$ cat src/rtl/interrupt_sequencer_pkg.sv
// Shared encodings, vector constants and output decode for the 6502
// interrupt/BRK/reset entry sequencer.
package cpu_pkg;

  typedef enum logic [1:0] {
    CAUSE_RESET = 2'd0,
    CAUSE_NMI   = 2'd1,
    CAUSE_IRQ   = 2'd2,
    CAUSE_BRK   = 2'd3
  } cause_t;

  localparam logic [1:0] ADDR_PC     = 2'd0;
  localparam logic [1:0] ADDR_STACK  = 2'd1;
  localparam logic [1:0] ADDR_VECTOR = 2'd2;

  localparam logic [1:0] DATA_PCH = 2'd0;
  localparam logic [1:0] DATA_PCL = 2'd1;
  localparam logic [1:0] DATA_P   = 2'd2;

  typedef enum logic [2:0] {
    ST_IDLE   = 3'd0,
    ST_PUSH_H = 3'd1,
    ST_PUSH_L = 3'd2,
    ST_PUSH_P = 3'd3,
    ST_VEC_L  = 3'd4,
    ST_VEC_H  = 3'd5
  } seq_state_t;

  localparam logic [15:0] VEC_NMI = 16'hFFFA;
  localparam logic [15:0] VEC_RST = 16'hFFFC;
  localparam logic [15:0] VEC_IRQ = 16'hFFFE;

  typedef struct packed {
    logic        read_write;
    logic [1:0]  addr_sel;
    logic [15:0] vector_addr;
    logic [1:0]  data_sel;
    logic        sp_dec;
    logic        pcl_load;
    logic        pch_load;
    logic        set_i;
    logic        b_flag;
  } seq_ctrl_t;

  function automatic logic [15:0] vector_base(cause_t c);
    case (c)
      CAUSE_NMI:   return VEC_NMI;
      CAUSE_RESET: return VEC_RST;
      default:     return VEC_IRQ;
    endcase
  endfunction

  // Datapath controls for a given state; reset entry turns pushes into dummy reads.
  function automatic seq_ctrl_t decode_ctrl(seq_state_t s, cause_t c);
    seq_ctrl_t o;
    o = '0;
    case (s)
      ST_PUSH_H, ST_PUSH_L, ST_PUSH_P: begin
        o.addr_sel   = ADDR_STACK;
        o.sp_dec     = 1'b1;
        o.read_write = (c != CAUSE_RESET);
        o.data_sel   = (s == ST_PUSH_H) ? DATA_PCH :
                       (s == ST_PUSH_L) ? DATA_PCL : DATA_P;
        o.b_flag     = (s == ST_PUSH_P) && (c == CAUSE_BRK);
      end
      ST_VEC_L: begin
        o.addr_sel    = ADDR_VECTOR;
        o.vector_addr = vector_base(c);
        o.pcl_load    = 1'b1;
        o.set_i       = 1'b1;
      end
      ST_VEC_H: begin
        o.addr_sel    = ADDR_VECTOR;
        o.vector_addr = vector_base(c) + 16'd1;
        o.pch_load    = 1'b1;
      end
      default: o = '0;
    endcase
    return o;
  endfunction

endpackage

$ cat src/rtl/interrupt_sequencer_if.sv
// Request inputs and datapath control outputs shared between the control
// unit (master) and the interrupt sequencer (slave).
interface interrupt_sequencer_if;
  import cpu_pkg::*;

  logic        boundary;
  logic        brk;
  logic        nmi;
  logic        irq;
  logic        i_flag;
  logic        busy;
  logic        read_write;
  logic [1:0]  addr_sel;
  logic [15:0] vector_addr;
  logic [1:0]  data_sel;
  logic        sp_dec;
  logic        pcl_load;
  logic        pch_load;
  logic        set_i;
  logic        b_flag;
  cause_t      cause;
  seq_state_t  dbg_state;

  // No valid/ready pair here: busy=1 means the sequencer owns the bus and
  // the control unit must hold; requests are sampled only while busy is low
  // (except pending reset, which forces busy high until it is consumed).
  modport slave (
    input  boundary, brk, nmi, irq, i_flag,
    output busy, read_write, addr_sel, vector_addr, data_sel, sp_dec,
           pcl_load, pch_load, set_i, b_flag, cause, dbg_state
  );

  modport master (
    output boundary, brk, nmi, irq, i_flag,
    input  busy, read_write, addr_sel, vector_addr, data_sel, sp_dec,
           pcl_load, pch_load, set_i, b_flag, cause, dbg_state
  );
endinterface

$ cat src/rtl/interrupt_sequencer_int_request_latch.sv
// NMI edge capture, pending reset/NMI flags and the entry priority encoder.
module int_request_latch
  import cpu_pkg::*;
(
  input  logic   clk,
  input  logic   rst,
  input  logic   nmi,
  input  logic   boundary,
  input  logic   brk,
  input  logic   irq,
  input  logic   i_flag,
  input  logic   idle,
  output logic   take,
  output cause_t take_cause,
  output logic   reset_pend
);

  logic nmi_prev_q;
  logic nmi_pend_q, nmi_pend_d;
  logic reset_pend_q, reset_pend_d;
  logic nmi_rise;

  assign nmi_rise   = nmi & ~nmi_prev_q;
  assign reset_pend = reset_pend_q;

  always_comb begin
    take       = 1'b0;
    take_cause = CAUSE_RESET;
    if (idle) begin
      if (reset_pend_q) begin
        take = 1'b1;
      end else if (boundary) begin
        if (nmi_pend_q) begin
          take       = 1'b1;
          take_cause = CAUSE_NMI;
        end else if (brk) begin
          take       = 1'b1;
          take_cause = CAUSE_BRK;
        end else if (irq & ~i_flag) begin
          take       = 1'b1;
          take_cause = CAUSE_IRQ;
        end
      end
    end
  end

  // A fresh edge in the consuming cycle keeps the NMI pending.
  always_comb begin
    nmi_pend_d   = nmi_pend_q;
    reset_pend_d = reset_pend_q;
    if (take && take_cause == CAUSE_NMI)   nmi_pend_d   = 1'b0;
    if (nmi_rise)                          nmi_pend_d   = 1'b1;
    if (take && take_cause == CAUSE_RESET) reset_pend_d = 1'b0;
  end

  always_ff @(posedge clk) begin
    if (rst) begin
      nmi_prev_q   <= 1'b0;
      nmi_pend_q   <= 1'b0;
      reset_pend_q <= 1'b1;
    end else begin
      nmi_prev_q   <= nmi;
      nmi_pend_q   <= nmi_pend_d;
      reset_pend_q <= reset_pend_d;
    end
  end

endmodule

$ cat src/rtl/interrupt_sequencer.sv
// Takes over the 6502 datapath at an instruction boundary to push PC/P and
// fetch the interrupt, BRK or reset vector.
module interrupt_sequencer
  import cpu_pkg::*;
(
  input  logic                  clk,
  input  logic                  rst,
  interrupt_sequencer_if.slave  bus
);

  seq_state_t state_q, state_d;
  cause_t     cause_q, cause_d;
  seq_ctrl_t  ctrl_q;
  logic       idle;
  logic       take;
  cause_t     take_cause;
  logic       reset_pend;

  assign idle = (state_q == ST_IDLE);

  int_request_latch u_req (
    .clk        (clk),
    .rst        (rst),
    .nmi        (bus.nmi),
    .boundary   (bus.boundary),
    .brk        (bus.brk),
    .irq        (bus.irq),
    .i_flag     (bus.i_flag),
    .idle       (idle),
    .take       (take),
    .take_cause (take_cause),
    .reset_pend (reset_pend)
  );

  always_comb begin
    state_d = state_q;
    cause_d = cause_q;
    case (state_q)
      ST_IDLE: begin
        if (take) begin
          state_d = ST_PUSH_H;
          cause_d = take_cause;
        end
      end
      ST_PUSH_H: state_d = ST_PUSH_L;
      ST_PUSH_L: state_d = ST_PUSH_P;
      ST_PUSH_P: state_d = ST_VEC_L;
      ST_VEC_L:  state_d = ST_VEC_H;
      default:   state_d = ST_IDLE;
    endcase
  end

  // Controls are registered from the next state so they line up with state_q.
  always_ff @(posedge clk) begin
    if (rst) begin
      state_q <= ST_IDLE;
      cause_q <= CAUSE_RESET;
      ctrl_q  <= '0;
    end else begin
      state_q <= state_d;
      cause_q <= cause_d;
      ctrl_q  <= decode_ctrl(state_d, cause_d);
    end
  end

  assign bus.busy        = ~idle | reset_pend;
  assign bus.read_write  = ctrl_q.read_write;
  assign bus.addr_sel    = ctrl_q.addr_sel;
  assign bus.vector_addr = ctrl_q.vector_addr;
  assign bus.data_sel    = ctrl_q.data_sel;
  assign bus.sp_dec      = ctrl_q.sp_dec;
  assign bus.pcl_load    = ctrl_q.pcl_load;
  assign bus.pch_load    = ctrl_q.pch_load;
  assign bus.set_i       = ctrl_q.set_i;
  assign bus.b_flag      = ctrl_q.b_flag;
  assign bus.cause       = cause_q;
  assign bus.dbg_state   = state_q;

endmodule
$ cat src/flat_wrapper.sv
// flat-port wrapper written by rule: the top's interface ports become plain ports
module interrupt_sequencer_flat import cpu_pkg::*;
  (clk, rst, bus_boundary, bus_brk, bus_nmi, bus_irq, bus_i_flag, bus_busy, bus_read_write, bus_addr_sel, bus_vector_addr, bus_data_sel, bus_sp_dec, bus_pcl_load, bus_pch_load, bus_set_i, bus_b_flag, bus_cause, bus_dbg_state);
  interrupt_sequencer_if bus_i ();
  input  logic clk;
  input  logic rst;
  input wire logic [$bits(bus_i.boundary)-1:0] bus_boundary;
  input wire logic [$bits(bus_i.brk)-1:0] bus_brk;
  input wire logic [$bits(bus_i.nmi)-1:0] bus_nmi;
  input wire logic [$bits(bus_i.irq)-1:0] bus_irq;
  input wire logic [$bits(bus_i.i_flag)-1:0] bus_i_flag;
  output wire logic [$bits(bus_i.busy)-1:0] bus_busy;
  output wire logic [$bits(bus_i.read_write)-1:0] bus_read_write;
  output wire logic [$bits(bus_i.addr_sel)-1:0] bus_addr_sel;
  output wire logic [$bits(bus_i.vector_addr)-1:0] bus_vector_addr;
  output wire logic [$bits(bus_i.data_sel)-1:0] bus_data_sel;
  output wire logic [$bits(bus_i.sp_dec)-1:0] bus_sp_dec;
  output wire logic [$bits(bus_i.pcl_load)-1:0] bus_pcl_load;
  output wire logic [$bits(bus_i.pch_load)-1:0] bus_pch_load;
  output wire logic [$bits(bus_i.set_i)-1:0] bus_set_i;
  output wire logic [$bits(bus_i.b_flag)-1:0] bus_b_flag;
  output wire logic [$bits(bus_i.cause)-1:0] bus_cause;
  output wire logic [$bits(bus_i.dbg_state)-1:0] bus_dbg_state;
  assign bus_i.boundary = bus_boundary;
  assign bus_i.brk = bus_brk;
  assign bus_i.nmi = bus_nmi;
  assign bus_i.irq = bus_irq;
  assign bus_i.i_flag = bus_i_flag;
  assign bus_busy = bus_i.busy;
  assign bus_read_write = bus_i.read_write;
  assign bus_addr_sel = bus_i.addr_sel;
  assign bus_vector_addr = bus_i.vector_addr;
  assign bus_data_sel = bus_i.data_sel;
  assign bus_sp_dec = bus_i.sp_dec;
  assign bus_pcl_load = bus_i.pcl_load;
  assign bus_pch_load = bus_i.pch_load;
  assign bus_set_i = bus_i.set_i;
  assign bus_b_flag = bus_i.b_flag;
  assign bus_cause = bus_i.cause;
  assign bus_dbg_state = bus_i.dbg_state;
  interrupt_sequencer u_core (.clk(clk), .rst(rst), .bus(bus_i));
endmodule
$ cat config.mk
export PLATFORM = sky130hd
export DESIGN_NAME = interrupt_sequencer_flat
export DESIGN_NICKNAME = d
export VERILOG_FILES = /design/src/rtl/interrupt_sequencer_pkg.sv /design/src/rtl/interrupt_sequencer_if.sv /design/src/rtl/interrupt_sequencer_int_request_latch.sv /design/src/rtl/interrupt_sequencer.sv /design/src/flat_wrapper.sv
export SDC_FILE = /design/constraint.sdc
export NUM_CORES = 1
export LEC_CHECK = 0
export CORE_AREA = 2 2 49 51
export CTS_CLUSTER_SIZE = 24
export DETAILED_ROUTE_END_ITERATION = 10
export DIE_AREA = 0 0 51 53
export PLACE_DENSITY = 0.78
export SLEW_MARGIN = 5
export SYNTH_ARGS = -nofsm -noshare
export SYNTH_HDL_FRONTEND = slang
export SYNTH_SLANG_ARGS = --single-unit
$ cat constraint.sdc
create_clock -name clk -period 4.8 [get_ports clk]
set_input_delay 1.44 -clock clk [delete_from_list [all_inputs] [get_ports clk]]
set_output_delay 1.44 -clock clk [all_outputs]
set_load 0.05 [all_outputs]
==> results of run 1 <==
-- layer usage --
metal	vias up	routed length (microns)
li1	324	-
met1	290	729
met5	-	0
met2	37	702
met3	2	148
met4	0	8
-- stage by stage --
step           setup WS, ps  std cells  instance area, sq um  power [mW]  hold slack, ps
3_3_place_gp           1490        130                  1100       0.364             471
6_report               1100        134                  1130       0.440             493
2_1_floorplan          1880         84                   817       0.323             462
4_1_cts                1090        134                  1130       0.443             502
5_1_grt                1010        134                  1130       0.462             531
3_5_place_dp           1440        130                  1100       0.367             486
-- power breakdown --
group	internal, mW	switching, mW
clock network	0.0309	0.0448
logic	0.0605	0.108
registers	0.173	0.0227
total	0.264	0.176
-- sequential cells by signal (all words and copies together), names as in the netlist --
name                     count
u_core.bus.set_i             1
u_core.bus.sp_dec            1
u_core.bus.b_flag            1
u_core.bus.pch_load          1
u_core.bus.vector_addr       2
u_core.u_req.reset_pend      1
u_core.u_req.nmi_prev_q      1
u_core.bus.cause             2
u_core.bus.read_write        1
u_core.bus.dbg_state         3
u_core.bus.addr_sel          2
u_core.bus.data_sel          2
u_core.u_req.nmi_pend_q      1
-- Yosys cell counts, types with 2 or more instances --
cell type	number
o31a_1	2
nand2b_1	2
dfxtp_1	19
nor2_1	8
nand2_1	2
a21oi_1	4
nor4b_1	2
clkbuf_1	3
o31ai_1	2
nor3_1	2
o41a_1	2
buf_4	15
a21boi_1	2
nor2b_1	2
-- worst reg2reg max path, stage by stage (launching register included) --
cell	delay [ps]
dfxtp_1	460
or3_1	500
o31ai_1	330
o31a_1	280
a21boi_1	90
-- kinds of logic (layout without fill, tap and decap cells) --
family | after synthesis | in the layout
buffers and inverters | 20 | 42
XOR/XNOR | 1 | 1
AND/OR/NAND/NOR | 25 | 25
flip-flops | 19 | 19
AO/OA/AOI/OAI | 19 | 19
-- layout make-up --
cell class	instances	share of cell area, %
timing repair buffer	38	33.7
multi-input combinational	45	27.0
sequential	19	33.7
tap	28	3.11
clock buffer	3	2.00
clock inverter	1	0.444
-- final timing paths --
path,from,endpoint,slack [ps],cells past startpoint
max,u_core.bus.dbg_state[0]$_SDFF_PP0_,bus_busy,1100,3
min,u_core.u_req.nmi_prev_q$_SDFF_PP0_,u_core.u_req.nmi_pend_q$_SDFFE_PP0P_,490,2
max reg2reg,u_core.bus.dbg_state[0]$_SDFF_PP0_,u_core.bus.vector_addr[1]$_SDFF_PP0_,3030,4
min reg2reg,u_core.u_req.nmi_prev_q$_SDFF_PP0_,u_core.u_req.nmi_pend_q$_SDFFE_PP0P_,490,2
==> metrics.cfg, run 1 <==
[cells_and_area]
antenna_cells = 0
drive_above_1_share_pct = 7.55
final_core_util_pct = 52.5
nFillCells = 196
nNetsFinal = 114
regArea_sq_um = 380
final_common_cell = clkdlybuf4s50_1
area_growth_pct = 38.0
multiInputGateArea_sq_um = 304
layout_common_cells = clkdlybuf4s50_1 (38), dfxtp_1 (19), nor2_1 (8)

[setup_path]
cp_max_fo = 14
cpMaxStageDelayCell = clkdlybuf4s50_1
crit_chain = or3_1 > or2_2 > clkdlybuf4s50_1
critPathKind = reg2out
crit_family = simple AND/OR/NAND/NOR gates
critPathBufInv = 1
critPathMaxStageDelay_ps = 710
startpoint_type = flop
end_kind = output port
arrival_ps = 2260
worstPathRequired_ps = 3360

[timing]
setup_viol = 0
rsz0062_at_grt = no
fin_tns_setup_ps = 0
finalHoldViolCount = 0
slew-limit-headroom_pct = 65.0
slew_viol_final = 0
fmax_mhz = 270
fin_skew_ps = 1.15
period_share_pct = 77.1
period_minus_slack_ps = 3700
tightest_slew_ps = 523

[synth]
synth_compound_area_share_pct = 17.9
ys_warn_count = 0
synthesis.area_sq_um = 817
synth_ff_type = dfxtp_1
async_flop_share_pct = 0
synth_area_per_cell_sq_um = 9.73
synth-seq-cells = 19
synth_top_area_share_pct = 46.6
synth.area.top_cells = dfxtp_1 (47%), buf_4 (14%), nor2_1 (3.7%)
synth_top_family_by_area = simple AND/OR/NAND/NOR gates
seq_area_frac_synth_pct = 46.6
synth_mux_area_share_pct = 0
synth-xor-area-share_pct = 1.07
post_synth_inst_count = 84
synth.distinct_cells = 31
synth-simple-area-share_pct = 18.2
synth_fa_ha_area_share_pct = 0
syn_nets = 91
synth-edff-count = 0
yosys.area.top_type = dfxtp_1

[status]
status = finished, final reports clean

[floorplan]
io_pins = 39
dieArea_sq_mm = 0.00270
core_sq_mm = 0.00215
rows = 17
dieHeight_microns = 53
start_util_pct = 38.0
die_x_microns = 51

[global_routing]
grt-ovfl-total = 0
grt_pass1_wl_microns = 2510
grt_max_degree = 16
first_global_vias = 593
grt_use_met2_pct = 21.0
busiest_layer = met2
use_met1_pct = 14.7
grt_usage_pct = 12.5
antenna_found_initial = 0
use_met3_pct = 3.67

[placed_design]
port_buffers = 38
hpwl_microns = 1150
gp_congestion = 0.843

[drt]
drt_iter0_drc = 6
vias_per_cell = 4.87
routed_wl_microns = 1590
ant_nets = 0
wire_per_inst_microns = 11.9
vias = 653
route.detailed.drc = 0
drt_first_pass_iters = 2

[cts]
path_clk_slew_ps = 100
cts_setup_buffers = 0
post_cts_resize_count = 0
clock_sinks = 19
cts_root_buffer = clkbuf_4
clock_path_buffers = 2
h-tree-depth = 1
cts_tree = yes
holdBufCountCts = 0
clock_latency_ps = 280
cts-buffers-inserted = 3

[job]
cap_violations = 0

[power]
pwr_density_cell_mw_per_mm2 = 390
vdd_drop_max_v = 0.000196
p_leak_nw = 0.401

[hold_path]
hold_class = reg2reg

(Power assumes the default switching activity.)
==> run 2, diff against run 1 <==
==> constraint.sdc (replaced) <==
create_clock -name clk -period 3.6 [get_ports clk]
set_input_delay 1.08 -clock clk [delete_from_list [all_inputs] [get_ports clk]]
set_output_delay 1.08 -clock clk [all_outputs]
set_load 0.05 [all_outputs]
==> run 2 against run 1 <==
Sequential power up 29%. Final area up 0.56%. Highest routed layer unchanged. Clock power up 40%. Critical path type unchanged. Routed wire length down 3.5%. Largest cell class is now buffers. Final cell count up 0.75%. Count of clock-buffer cells in the layout up 1. Critical endpoint unchanged. Via count up 0.46%. Non-clock buffer count up 1.
==> metrics.cfg, run 2 (synthesis results as in run 1) <==
[cells_and_area]
regArea_sq_um = 380
nFillCells = 192
largest_reg_flops = 3
nNetsFinal = 115
multiInputGateArea_sq_um = 304
final_cells = 135
antenna_cells = 0
drive_above_1_share_pct = 7.48
layout_common_cells = clkdlybuf4s50_1 (38), dfxtp_1 (19), nor2_1 (8)
area_growth_pct = 38.7
final_core_util_pct = 52.8
final_area_sq_mm = 0.00113
final_common_cell = clkdlybuf4s50_1

[cts]
path_clk_slew_ps = 100
cts-buffers-inserted = 3
post_cts_resize_count = 0
holdBufCountCts = 0
h-tree-depth = 1
cts_tree = yes
cts_root_buffer = clkbuf_4
clock_path_buffers = 2
cts_setup_buffers = 0
clock_latency_ps = 290
clock_sinks = 19

[floorplan]
dieHeight_microns = 53
start_util_pct = 38.0
dieArea_sq_mm = 0.00270
die_x_microns = 51
io_pins = 39
rows = 17
core_sq_mm = 0.00215

[timing]
fin_tns_setup_ps = 0
slew_viol_final = 0
rsz0062_at_grt = no
finalHoldViolCount = 0
period_minus_slack_ps = 3320
slew-limit-headroom_pct = 65.7
fmax_mhz = 302
period_share_pct = 92.1
setup_viol = 0
fin_skew_ps = 2.68
tightest_slew_ps = 513

[global_routing]
grt_pass1_wl_microns = 2580
first_global_vias = 606
grt-ovfl-total = 0
grt_max_degree = 15
antenna_found_initial = 0
grt_usage_pct = 12.9

[setup_path]
r2r_start = u_core.bus.dbg_state[0]$_SDFF_PP0_
end_kind = output port
worstPathRequired_ps = 2520
r2r_slack_ps = 1840
critPathKind = reg2out
startpoint_type = flop
arrival_ps = 2240
r2r_cells = 4
r2r_end = u_core.bus.b_flag$_SDFF_PP0_
cp_max_fo = 14

[drt]
drt_iter0_drc = 7
wire_per_inst_microns = 11.3
routed_wl_microns = 1530
drt_first_pass_iters = 6
ant_nets = 0
vias = 656
route.detailed.drc = 0
vias_per_cell = 4.86

[power]
vdd_drop_max_v = 0.000274
pwr_density_cell_mw_per_mm2 = 523
p_leak_nw = 0.403

[placed_design]
dp.cells = 131
gp_congestion = 0.862
port_buffers = 38
dpl_cell_area_sq_mm = 0.00111
hpwl_microns = 1120

[status]
status = finished, final reports clean

[hold_path]
worstHoldStart = u_core.u_req.nmi_prev_q$_SDFF_PP0_
hold_class = reg2reg
whs_path_depth = 2
holdPathEnd = u_core.u_req.nmi_pend_q$_SDFFE_PP0P_

[job]
cap_violations = 0

==> run 2: worst max path at each step <==
| stage | cells after the start | endpoint | start |
|---|---|---|---|
| floorplan | 3 | bus_busy | u_core.bus.dbg_state[2]$_SDFF_PP0_ |
| global placement | 3 | bus_busy | u_core.bus.dbg_state[0]$_SDFF_PP0_ |
| detailed placement | 3 | bus_busy | u_core.bus.dbg_state[0]$_SDFF_PP0_ |
| CTS | 3 | bus_busy | u_core.bus.dbg_state[0]$_SDFF_PP0_ |
| global route | 3 | bus_busy | u_core.bus.dbg_state[0]$_SDFF_PP0_ |
| finish | 3 | bus_busy | u_core.bus.dbg_state[0]$_SDFF_PP0_ |
==> run 2: stage by stage <==
stage / setup WS, ps / hold WS, ps / power [mW]
detailed placement: 621 / 496 / 0.492
floorplan: 1040 / 462 / 0.431
global route: 185 / 534 / 0.619
CTS: 279 / 508 / 0.598
global placement: 652 / 471 / 0.488
finish: 284 / 499 / 0.592
==> run 2: power breakdown <==
| group | internal, mW | leakage (nW) | switching (mW) |
|---|---|---|---|
| clock | 0.0432 | 0.0150 | 0.0627 |
| sequential | 0.230 | 0.156 | 0.0219 |
| combinational | 0.0836 | 0.232 | 0.151 |
==> run 2: worst max-delay path, stage by stage, from the launching register on <==
cell,delay [ps]
dfxtp_1,450
or3_1,500
or2_2,300
clkdlybuf4s50_1,700
==> run 2: final cells by class <==
type                    count  area share, %
flip-flops and latches     19           33.6
well taps                  28           3.09
multi-input cells          45           26.8
repair buffers             39           34.2
clock buffers               4           2.32
==> run 2: per-layer routing <==
| layer | global-route usage [%] | routed length, microns |
|---|---|---|
| met3 | 4.24 | 178 |
| met1 | 14.9 | 666 |
| met5 | 0 | 0 |
| met4 | 5.41 | 17 |
| met2 | 21.9 | 669 |
==> run 3, diff against run 2 <==
--- a/config.mk
+++ b/config.mk
@@ -10,6 +10,7 @@
 export DETAILED_ROUTE_END_ITERATION = 10
 export DIE_AREA = 0 0 51 53
 export PLACE_DENSITY = 0.78
+export RECOVER_POWER = 100
 export SLEW_MARGIN = 5
 export SYNTH_ARGS = -nofsm -noshare
 export SYNTH_HDL_FRONTEND = slang
==> constraint.sdc (replaced) <==
create_clock -name clk -period 3.6 [get_ports clk]
set_input_delay 1.08 -clock clk [delete_from_list [all_inputs] [get_ports clk]]
set_output_delay 1.08 -clock clk [all_outputs]
set_load 0.02 [all_outputs]
==> run 3 against run 2 <==
Sequential share of layout area rose by 0.60 points. Setup slack better by 39 ps. Final area fell by 1.8%. Core utilization down 0.93 points. Flip-flop and latch count is the same. Clock power about the same. Sequential power up 3%. Critical endpoint unchanged. Global-route usage decreased by 0.71 points. Power decreased by 14%. Largest cell class is now registers. Maximum frequency up 1.2%.
==> metrics.cfg, run 3 (synthesis results as in run 1) <==
[hold_path]
worstHoldStart = u_core.u_req.nmi_prev_q$_SDFF_PP0_
holdPathEnd = u_core.u_req.nmi_pend_q$_SDFFE_PP0P_
whs_path_depth = 2
hold_class = reg2reg

[floorplan]
rows = 17
core_sq_mm = 0.00215
dieArea_sq_mm = 0.00270
io_pins = 39
start_util_pct = 38.0
die_x_microns = 51
dieHeight_microns = 53

[global_routing]
antenna_found_initial = 0
grt-ovfl-total = 0
grt_max_degree = 16
grt_pass1_wl_microns = 2420
first_global_vias = 562
grt_usage_pct = 12.2

[timing]
finalHoldViolCount = 0
setup_viol = 0
fin_skew_ps = 8.29
slew-limit-headroom_pct = 63.5
fin_tns_setup_ps = 0
tightest_slew_ps = 544
slew_viol_final = 0
period_share_pct = 91.0
rsz0062_at_grt = no
period_minus_slack_ps = 3280
fmax_mhz = 305
whs_ps = 498

[power]
pwr_density_cell_mw_per_mm2 = 455
p_leak_nw = 0.493
vdd_drop_max_v = 0.000220

[cts]
cts_setup_buffers = 0
clock_sinks = 19
path_clk_slew_ps = 110
clock_latency_ps = 300
cts_tree = yes
clock_path_buffers = 2
h-tree-depth = 1
cts_root_buffer = clkbuf_4
post_cts_resize_count = 0
holdBufCountCts = 0
cts-buffers-inserted = 3

[drt]
vias = 675
wire_per_inst_microns = 11.9
routed_wl_microns = 1600
vias_per_cell = 5.04
drt_first_pass_iters = 4
ant_nets = 0
drt_iter0_drc = 7
route.detailed.drc = 0

[cells_and_area]
layout_common_cells = dlygate4sd3_1 (35), dfxtp_1 (19), nor2_1 (8)
drive_above_1_share_pct = 4.72
final_cells = 134
final_core_util_pct = 51.8
nFillCells = 199
nNetsFinal = 114
area_growth_pct = 36.3
antenna_cells = 0
final_common_cell = dlygate4sd3_1
largest_reg_flops = 3

[setup_path]
r2r_end = u_core.bus.b_flag$_SDFF_PP0_
r2r_start = u_core.bus.dbg_state[1]$_SDFF_PP0_
startpoint_type = flop
cp_max_fo = 15
critPathKind = reg2out
startpoint = u_core.bus.dbg_state[1]$_SDFF_PP0_
arrival_ps = 2200
r2r_cells = 4
end_kind = output port
r2r_slack_ps = 1770
worstPathRequired_ps = 2520

[placed_design]
port_buffers = 38
hpwl_microns = 1140
dp.cells = 130
gp_congestion = 0.845

[status]
status = finished, final reports clean

[job]
cap_violations = 0

[run 3: cell count changes in the layout (fill, tap and decap cells not counted), sizes merged]
cell / before / now
clkdlybuf4s50: 38 / 3
dlygate4sd3: 0 / 35
buf: 1 / 0
clkbuf: 4 / 3
clkinv: 0 / 1
[run 3: metal layers]
layer / GRT usage [%] / up-vias / part of all wire, %
met5: 0 / - / 0
met4: 8.56 / 0 / 1.6
met3: 3.95 / 4 / 11
met2: 20.8 / 38 / 46
met1: 12.7 / 308 / 41
li1: - / 325 / -
[run 3: stage by stage]
step                area (sq um)  worst slack, ps  power (mW)
finish                      1110              323       0.507
global route                1110              243       0.534
CTS                         1130              400       0.529
detailed placement          1100              765       0.423
global placement            1100              783       0.418
floorplan                    817             1270       0.363
[run 3: worst max-delay path: stages (launching register included)]
cell and delay (ps):
dfxtp_1 480, or3_1 480, or2_2 290, dlygate4sd3_1 650
[run 3: worst max-delay path by stage]
stage                     to  slack [ps]  cells after the start
floorplan           bus_busy        1270                      3
global placement    bus_busy         780                      3
detailed placement  bus_busy         770                      3
CTS                 bus_busy         400                      3
global route        bus_busy         240                      3
finish              bus_busy         320                      3
[run 3: final cells by class]
cell class,instances,area [sq um],share of cell area (%)
Sequential cell,19,380,34.2
Timing Repair Buffer,38,380,34.2
Multi-Input combinational cell,45,290,26.1
Tap cell,28,35.0,3.15
Clock buffer,3,22.5,2.02
Clock inverter,1,5.00,0.449
[run 3: power by group]
part / total [mW] / internal [mW] / switching (mW)
sequential: 0.260 / 0.230 / 0.0299
clock: 0.106 / 0.0414 / 0.0643
combinational: 0.141 / 0.0673 / 0.0735
